--- config.mk ---
export PLATFORM = sky130hd
export DESIGN_NAME = hamming_secded_pipe
export DESIGN_NICKNAME = d
export VERILOG_FILES = /design/src/rtl/hamming_pkg.sv /design/src/rtl/hamming_secded_core.sv /design/src/rtl/hamming_secded_pipe.sv
export SDC_FILE = /design/constraint.sdc
export NUM_CORES = 1
export LEC_CHECK = 0
export BUFFER_PORTS_ARGS = -buffer_cell sky130_fd_sc_hd__buf_2
export CAP_MARGIN = 5
export CORE_ASPECT_RATIO = 0.9
export CORE_UTILIZATION = 54
export CTS_CLUSTER_DIAMETER = 60
export CTS_CLUSTER_SIZE = 25
export DETAILED_ROUTE_END_ITERATION = 8
export PLACE_DENSITY = 0.79
export SETUP_SLACK_MARGIN = 0.05
export SLEW_MARGIN = 20
export SYNTH_ARGS = -nofsm -noshare
export SYNTH_HDL_FRONTEND = slang
export SYNTH_SLANG_ARGS = --single-unit
export TNS_END_PERCENT = 10
--- constraint.sdc ---
create_clock -name clk -period 1.95 [get_ports clk]
set_input_delay 0 -clock clk [delete_from_list [all_inputs] [get_ports clk]]
set_output_delay 0 -clock clk [all_outputs]
set_load 0.02 [all_outputs]
--- src/rtl/hamming_pkg.sv ---
// Shared constants and elaboration-time helpers for the extended-Hamming (SECDED) codec family.
package hamming_pkg;

    localparam logic MODE_ENC = 1'b1;
    localparam logic MODE_DEC = 1'b0;

    // Smallest r with 2^r >= data_w + r + 1.
    function automatic int unsigned calc_par_w(input int unsigned data_w);
        for (int unsigned r = 1; r < 32'd8; r++) begin
            if ((32'd1 << r) >= (data_w + r + 32'd1)) begin
                return r;
            end
        end
        return 32'd7;
    endfunction

    // True for Hamming positions that carry a parity bit (1, 2, 4, ...).
    function automatic logic is_pow2(input int unsigned pos);
        return (pos != 32'd0) && ((pos & (pos - 32'd1)) == 32'd0);
    endfunction

endpackage

--- src/rtl/hamming_secded_core.sv ---
// Combinational SECDED building blocks: encoder, syndrome generator and single-bit corrector.
// The three groups are independent so a pipeline can split them across stages.
module hamming_secded_core
    import hamming_pkg::*;
#(
    parameter int unsigned DATA_W = 4
) (
    input  logic [DATA_W-1:0]                  enc_info,
    output logic [DATA_W+calc_par_w(DATA_W):0] enc_code,
    input  logic [DATA_W+calc_par_w(DATA_W):0] dec_code,
    output logic [calc_par_w(DATA_W)-1:0]      dec_syn,
    output logic                               dec_ov,
    input  logic [DATA_W+calc_par_w(DATA_W):0] fix_code,
    input  logic [calc_par_w(DATA_W)-1:0]      fix_syn,
    input  logic                               fix_ov,
    output logic [DATA_W+calc_par_w(DATA_W):0] fix_code_out,
    output logic [DATA_W-1:0]                  fix_info,
    output logic                               fix_corrected,
    output logic                               fix_uncorr
);

    localparam int unsigned PAR_W  = calc_par_w(DATA_W);
    localparam int unsigned CODE_W = DATA_W + PAR_W + 1;

    logic [CODE_W-1:0] scatter;
    logic [CODE_W-1:0] flip_mask;

    // Encoder: scatter data into non-power-of-two positions, then fill parity and overall parity.
    always_comb begin
        int unsigned k;
        logic        par;
        scatter = '0;
        k       = 32'd0;
        for (int unsigned p = 1; p < CODE_W; p++) begin
            if (!is_pow2(p)) begin
                scatter[p] = enc_info[k];
                k          = k + 32'd1;
            end
        end
        enc_code = scatter;
        for (int unsigned i = 0; i < PAR_W; i++) begin
            par = 1'b0;
            for (int unsigned p = 1; p < CODE_W; p++) begin
                if (!is_pow2(p) && (((p >> i) & 32'd1) != 32'd0)) begin
                    par = par ^ scatter[p];
                end
            end
            enc_code[32'd1 << i] = par;
        end
        enc_code[0] = ^enc_code[CODE_W-1:1];
    end

    // Syndrome: each bit covers the positions whose index has that bit set; ov spans the whole word.
    always_comb begin
        dec_syn = '0;
        for (int unsigned i = 0; i < PAR_W; i++) begin
            for (int unsigned p = 1; p < CODE_W; p++) begin
                if (((p >> i) & 32'd1) != 32'd0) begin
                    dec_syn[i] = dec_syn[i] ^ dec_code[p];
                end
            end
        end
        dec_ov = ^dec_code;
    end

    // Corrector: odd overall parity with an in-range syndrome flips that bit (syndrome 0 means bit 0).
    always_comb begin
        flip_mask     = '0;
        fix_corrected = 1'b0;
        fix_uncorr    = 1'b0;
        if (fix_ov) begin
            if (32'(fix_syn) < CODE_W) begin
                flip_mask     = CODE_W'(1) << fix_syn;
                fix_corrected = 1'b1;
            end else begin
                fix_uncorr = 1'b1;
            end
        end else if (fix_syn != '0) begin
            fix_uncorr = 1'b1;
        end
        fix_code_out = fix_code ^ flip_mask;
    end

    // Info extraction from the (possibly corrected) codeword.
    always_comb begin
        int unsigned k;
        fix_info = '0;
        k        = 32'd0;
        for (int unsigned p = 1; p < CODE_W; p++) begin
            if (!is_pow2(p)) begin
                fix_info[k] = fix_code_out[p];
                k           = k + 32'd1;
            end
        end
    end

endmodule

--- src/rtl/hamming_secded_pipe.sv ---
// Two-stage valid/ready SECDED encode/decode pipeline with saturating error counters.
// Stage 1 holds the word plus its syndrome; stage 2 holds the encoded or corrected result.
// Optional build macro HAMMING_ERR_INJECT_EN adds inj_mask, XORed onto encoded words.
module hamming_secded_pipe
    import hamming_pkg::*;
#(
    parameter int unsigned DATA_W = 4,
    parameter int unsigned CNT_W  = 8
) (
    input  logic                               clk,
    input  logic                               rst_n,
    input  logic                               in_valid,
    output logic                               in_ready,
    input  logic                               in_mode,
    input  logic [DATA_W+calc_par_w(DATA_W):0] in_data,
`ifdef HAMMING_ERR_INJECT_EN
    input  logic [DATA_W+calc_par_w(DATA_W):0] inj_mask,
`endif
    output logic                               out_valid,
    input  logic                               out_ready,
    output logic [DATA_W+calc_par_w(DATA_W):0] out_data,
    output logic [DATA_W-1:0]                  out_info,
    output logic [calc_par_w(DATA_W):0]        out_syndrome,
    output logic                               out_corrected,
    output logic                               out_uncorr,
    input  logic                               clr_cnt,
    output logic [CNT_W-1:0]                   cnt_corr,
    output logic [CNT_W-1:0]                   cnt_uncorr
);

    localparam int unsigned PAR_W  = calc_par_w(DATA_W);
    localparam int unsigned CODE_W = DATA_W + PAR_W + 1;
    localparam logic [CNT_W-1:0] CNT_MAX = '1;

    logic              s1_valid;
    logic              s1_mode;
    logic [CODE_W-1:0] s1_code;
    logic [PAR_W-1:0]  s1_syn;
    logic              s1_ov;
    logic [CODE_W-1:0] s1_inj;

    logic              s2_adv_c;
    logic [PAR_W-1:0]  in_syn_c;
    logic              in_ov_c;
    logic [CODE_W-1:0] enc_code_c;
    logic [CODE_W-1:0] fix_code_c;
    logic [DATA_W-1:0] fix_info_c;
    logic              fix_corr_c;
    logic              fix_uncorr_c;
    logic              inc_corr_c;
    logic              inc_uncorr_c;

    logic [CODE_W-1:0] unused_front_enc;
    logic [CODE_W-1:0] unused_front_fix_code;
    logic [DATA_W-1:0] unused_front_fix_info;
    logic              unused_front_corr;
    logic              unused_front_uncorr;
    logic [PAR_W-1:0]  unused_back_syn;
    logic              unused_back_ov;

    // Handshake: stage 2 drains when empty or consumed; stage 1 accepts when empty or moving on.
    assign s2_adv_c = !out_valid || out_ready;
    assign in_ready = !s1_valid || s2_adv_c;

    // Front instance: syndrome and overall parity of the incoming word.
    hamming_secded_core #(
        .DATA_W (DATA_W)
    ) u_front (
        .enc_info      ('0),
        .enc_code      (unused_front_enc),
        .dec_code      (in_data),
        .dec_syn       (in_syn_c),
        .dec_ov        (in_ov_c),
        .fix_code      ('0),
        .fix_syn       ('0),
        .fix_ov        (1'b0),
        .fix_code_out  (unused_front_fix_code),
        .fix_info      (unused_front_fix_info),
        .fix_corrected (unused_front_corr),
        .fix_uncorr    (unused_front_uncorr)
    );

    // Back instance: encode and correct the stage-1 word using its registered syndrome.
    hamming_secded_core #(
        .DATA_W (DATA_W)
    ) u_back (
        .enc_info      (s1_code[DATA_W-1:0]),
        .enc_code      (enc_code_c),
        .dec_code      (s1_code),
        .dec_syn       (unused_back_syn),
        .dec_ov        (unused_back_ov),
        .fix_code      (s1_code),
        .fix_syn       (s1_syn),
        .fix_ov        (s1_ov),
        .fix_code_out  (fix_code_c),
        .fix_info      (fix_info_c),
        .fix_corrected (fix_corr_c),
        .fix_uncorr    (fix_uncorr_c)
    );

    // Stage 1 register: mode, raw word and syndrome, captured at the input handshake.
    always_ff @(posedge clk or negedge rst_n) begin
        if (!rst_n) begin
            s1_valid <= 1'b0;
            s1_mode  <= MODE_DEC;
            s1_code  <= '0;
            s1_syn   <= '0;
            s1_ov    <= 1'b0;
        end else if (in_ready) begin
            s1_valid <= in_valid;
            if (in_valid) begin
                s1_mode <= in_mode;
                s1_code <= in_data;
                s1_syn  <= in_syn_c;
                s1_ov   <= in_ov_c;
            end
        end
    end

`ifdef HAMMING_ERR_INJECT_EN
    // Injection mask travels with its word through stage 1.
    always_ff @(posedge clk or negedge rst_n) begin
        if (!rst_n) begin
            s1_inj <= '0;
        end else if (in_ready && in_valid) begin
            s1_inj <= inj_mask;
        end
    end
`else
    assign s1_inj = '0;
`endif

    // Stage 2 register: result fields only load on an advance, so they hold while stalled.
    always_ff @(posedge clk or negedge rst_n) begin
        if (!rst_n) begin
            out_valid     <= 1'b0;
            out_data      <= '0;
            out_info      <= '0;
            out_syndrome  <= '0;
            out_corrected <= 1'b0;
            out_uncorr    <= 1'b0;
        end else if (s2_adv_c) begin
            out_valid <= s1_valid;
            if (s1_valid) begin
                if (s1_mode == MODE_ENC) begin
                    out_data      <= enc_code_c ^ s1_inj;
                    out_info      <= s1_code[DATA_W-1:0];
                    out_syndrome  <= '0;
                    out_corrected <= 1'b0;
                    out_uncorr    <= 1'b0;
                end else begin
                    out_data      <= fix_code_c;
                    out_info      <= fix_info_c;
                    out_syndrome  <= {s1_ov, s1_syn};
                    out_corrected <= fix_corr_c;
                    out_uncorr    <= fix_uncorr_c;
                end
            end
        end
    end

    assign inc_corr_c   = s2_adv_c && s1_valid && (s1_mode == MODE_DEC) && fix_corr_c;
    assign inc_uncorr_c = s2_adv_c && s1_valid && (s1_mode == MODE_DEC) && fix_uncorr_c;

    // Saturating error counters; a clear beats a same-cycle increment.
    always_ff @(posedge clk or negedge rst_n) begin
        if (!rst_n) begin
            cnt_corr   <= '0;
            cnt_uncorr <= '0;
        end else if (clr_cnt) begin
            cnt_corr   <= '0;
            cnt_uncorr <= '0;
        end else begin
            if (inc_corr_c && (cnt_corr != CNT_MAX)) begin
                cnt_corr <= cnt_corr + CNT_W'(1);
            end
            if (inc_uncorr_c && (cnt_uncorr != CNT_MAX)) begin
                cnt_uncorr <= cnt_uncorr + CNT_W'(1);
            end
        end
    end

endmodule

==> run_results.csv <==
group,metric,value,unit
cells_and_area,drive_above_1_share,30.3,%
sta,rsz0062_at_grt,"no",
floorplanning,die_area,0.00474,mm2
route,wl_met2,2140,um
synth,ys_ff_latch,44,
clock_tree,cts_tree,"yes",
run_status,status,"complete, no violations",
route,drt-pass1-iter-count,4,
floorplanning,ios,50,
sta,period_needed,1.76,ns
sta,whs,0.0175,ns
clock_tree,ctsHtreeMaxLevel,2,
global_routing,grt_antenna_before_repair,0,
floorplanning,num_rows,22,
worst_hold_path,hp-class,"in -> reg",
job,drv_cap,0,
synth,synth_area_per_cell,10.4,um2
setup_path,cp_max_fo,10,
sta,layout_setup_ws,0.191,ns
cells_and_area,fin_cells,347,
synth,yosys.area_share.simple,19.7,%
route,drc_errors,0,
route,avgRoutedWirePerCell,13.4,um
synth,synth_top_family_by_area,"simple AND/OR/NAND/NOR gates",
cells_and_area,areaGrowthSynthToFinish,19.3,%
setup_path,reg2regPathDepth,4,
worst_hold_path,hold_start,"out_ready",
route,wl,4660,um
floorplanning,coreArea,0.00418,mm2
synth,synth.distinct_cells,41,
clock_tree,cts_max_path_buffers,2,
sta,setup_violations,0,
synth,synth_compound_area_share,8.40,%
synth,seq_area_frac_synth,45.6,%
place,dp.cells,328,
sta,fin_crit_sh,90.2,%
cells_and_area,final_util,68.8,%
floorplanning,fp.dieH,65.4,um
place,dp.final_hpwl,3300,um
sta,worst_pin_slew,0.585,ns
setup_path,critPathArrivalTime,1.95,ns
place,io_buffers,49,
synth,synth_fa_ha_area_share,1.04,%
route,dr_total_vias,1875,
power,p_per_area,925,mW/mm2
floorplanning,die_w,72.5,um
worst_hold_path,min_to,"s1_valid",
setup_path,r2r_slack,0.19,ns
cells_and_area,final_nets,302,
synth,synth_area,0.00241,mm2
synth,synth_xor_area_share,8.35,%
route,maxUsedRoutingLayer,"met4",
route,first_iter_violations,100,
sta,hold_violations,0,
route,ant_nets,0,
synth,netlist_instances,232,
cells_and_area,fillers,351,
global_routing,grt_overflow,0,
setup_path,crit_path_end_kind,"register",
setup_path,startpoint_type,"register",
sta,maxSlewViolCount,0,
place,pre_cts_ws,0.245,ns
synth,synth_flop_cell,"dfrtp_1",
route,wl_met3,152,um
worst_hold_path,min_path_cells,3,
sta,fin_setup_tns,0,ns
clock_tree,clk_latency,0.31,ns
global_routing,grt_max_degree,25,
route,wl_met1,2320,um
clock_tree,root_buffer,"clkbuf_8",
global_routing,grt_pass1_wl,7910,um
setup_path,crit_required,2.15,ns
setup_path,r2r_end,"cnt_uncorr[2]",
cells_and_area,antennaDiodeCount,0,
synth,synth_edf_count,0,
cells_and_area,final_common_cell,"buf_2",
synth,synthArstFlopShare,100,%
place,gp_congestion,0.781,
setup_path,r2r-start,"cnt_uncorr[0]",
floorplanning,start_util,57.7,%
synth,synth_fp_nets,248,
synth,ys_warn_count,0,
cells_and_area,mostFrequentLayoutCells,"buf_2, dfrtp_1, nand2_1, xnor2_1, mux2_2",
clock_tree,cts_setup_buffers,0,
global_routing,track_usage,21.9,%
route,vias_per_cell,5.40,
sta,relSlewSlack,60.9,%
setup_path,critPathKind,"reg -> reg",
synth,muxShareOfSynthArea,10.4,%
power,leakagePower,1.30,nW
global_routing,grt_pass1_vias,1710,
power,max-vdd-ir-drop,0.644,mV
clock_tree,cts_sinks,44,
sta,fmax,569,MHz
sta,clock_skew,0.0106,ns
clock_tree,cts_made_buffers,5,
clock_tree,clk_pin_slew,0.09,ns
## synthesized netlist by cell type, types with 3 or more instances
cell type / instances / share of area, %
a21oi_1: 10 / 2.1
buf_4: 7 / 2.2
clkbuf_1: 4 / 0.62
dfrtp_1: 44 / 46
inv_1: 3 / 0.47
mux2_2: 17 / 7.9
mux2i_1: 6 / 2.5
nand2_1: 21 / 3.3
nand2b_1: 3 / 0.78
nand3_1: 6 / 1.2
nand4_1: 6 / 1.6
nand4b_1: 3 / 1.1
nor2_1: 12 / 1.9
nor2b_1: 8 / 2.1
nor4_1: 6 / 1.6
o21ai_0: 15 / 3.1
o31ai_1: 5 / 1.6
or4_1: 4 / 1.2
xnor2_1: 18 / 6.5
xor2_1: 5 / 1.8
## flip-flops by register name, summed over array words and instances, names as in the netlist
name and flops:
out_syndrome 4, s1_syn 3, out_valid 1, cnt_corr 8
cnt_uncorr 8, out_uncorr 1, s1_code 8, s1_valid 1
s1_mode 1, out_data 8, s1_ov 1
## power by group
part | switching (W) | internal [W] | total (W)
combinational | 0.000452 | 0.000314 | 0.000766
sequential | 0.000131 | 0.00105 | 0.00118
clock | 0.000332 | 0.000386 | 0.000718
total | 0.000916 | 0.00175 | 0.00266
## routing by layer
layer / global-route usage, % / up-vias
li1: - / 934
met1: 31.4 / 890
met2: 33.1 / 46
met3: 5.52 / 5
met4: 6.13 / 0
met5: 0 / -
## logic make-up (layout without fill, tap and decap cells)
family,after synthesis,in the layout
AO/OA/AOI/OAI,35,35
flip-flops,44,44
adder cells (fa/ha/maj),2,2
XOR/XNOR,23,23
multiplexers,23,23
buffers and inverters,23,78
AND/OR/NAND/NOR,82,82
## how the worst max path moves through the flow
stage / startpoint / end / slack, ns / cells past startpoint
6_report: cnt_uncorr[0] / cnt_uncorr[2] / 0.19 / 4
3_5_place_dp: s1_mode / cnt_uncorr[2] / 0.24 / 5
2_1_floorplan: cnt_uncorr[0] / cnt_uncorr[2] / 0.15 / 5
3_3_place_gp: cnt_uncorr[0] / cnt_uncorr[2] / 0.21 / 4
4_1_cts: cnt_uncorr[0] / cnt_uncorr[2] / 0.21 / 4
5_1_grt: s1_syn[0] / cnt_uncorr[6] / 0.12 / 4
## what timing repair did
action                                  in CTS  in global routing
resized for setup                            0                  1
hold buffers                                10                  1
endpoints found under the setup margin       0                  2
hold endpoints to repair                    31                  1
## area by class of cell
type                            count  area (um2)  area share (%)
Timing Repair Buffer               65         405            14.1
Clock buffer                        5        68.8            2.39
Tap cell                           60        75.1            2.61
Multi-Input combinational cell    165        1160            40.2
Inverter                            5        23.8           0.826
Sequential cell                    44        1100            38.2
Clock inverter                      3        46.3            1.61
## critical path, stage by stage, from the launching register on
cell and delay, ns:
dfrtp_1 0.45, ha_1 0.26, and4_4 0.22, nor4b_1 0.34, mux2_2 0.38
## metrics by stage
stage          cell area [um2]  power [W]
3_3_place_gp              2650    0.00192
6_report                  2880    0.00266
4_1_cts                   2870    0.00267
5_1_grt                   2880    0.00282
3_5_place_dp              2650    0.00195
2_1_floorplan             2410    0.00175
No activity file was read; power rests on OpenSTA's default activity.
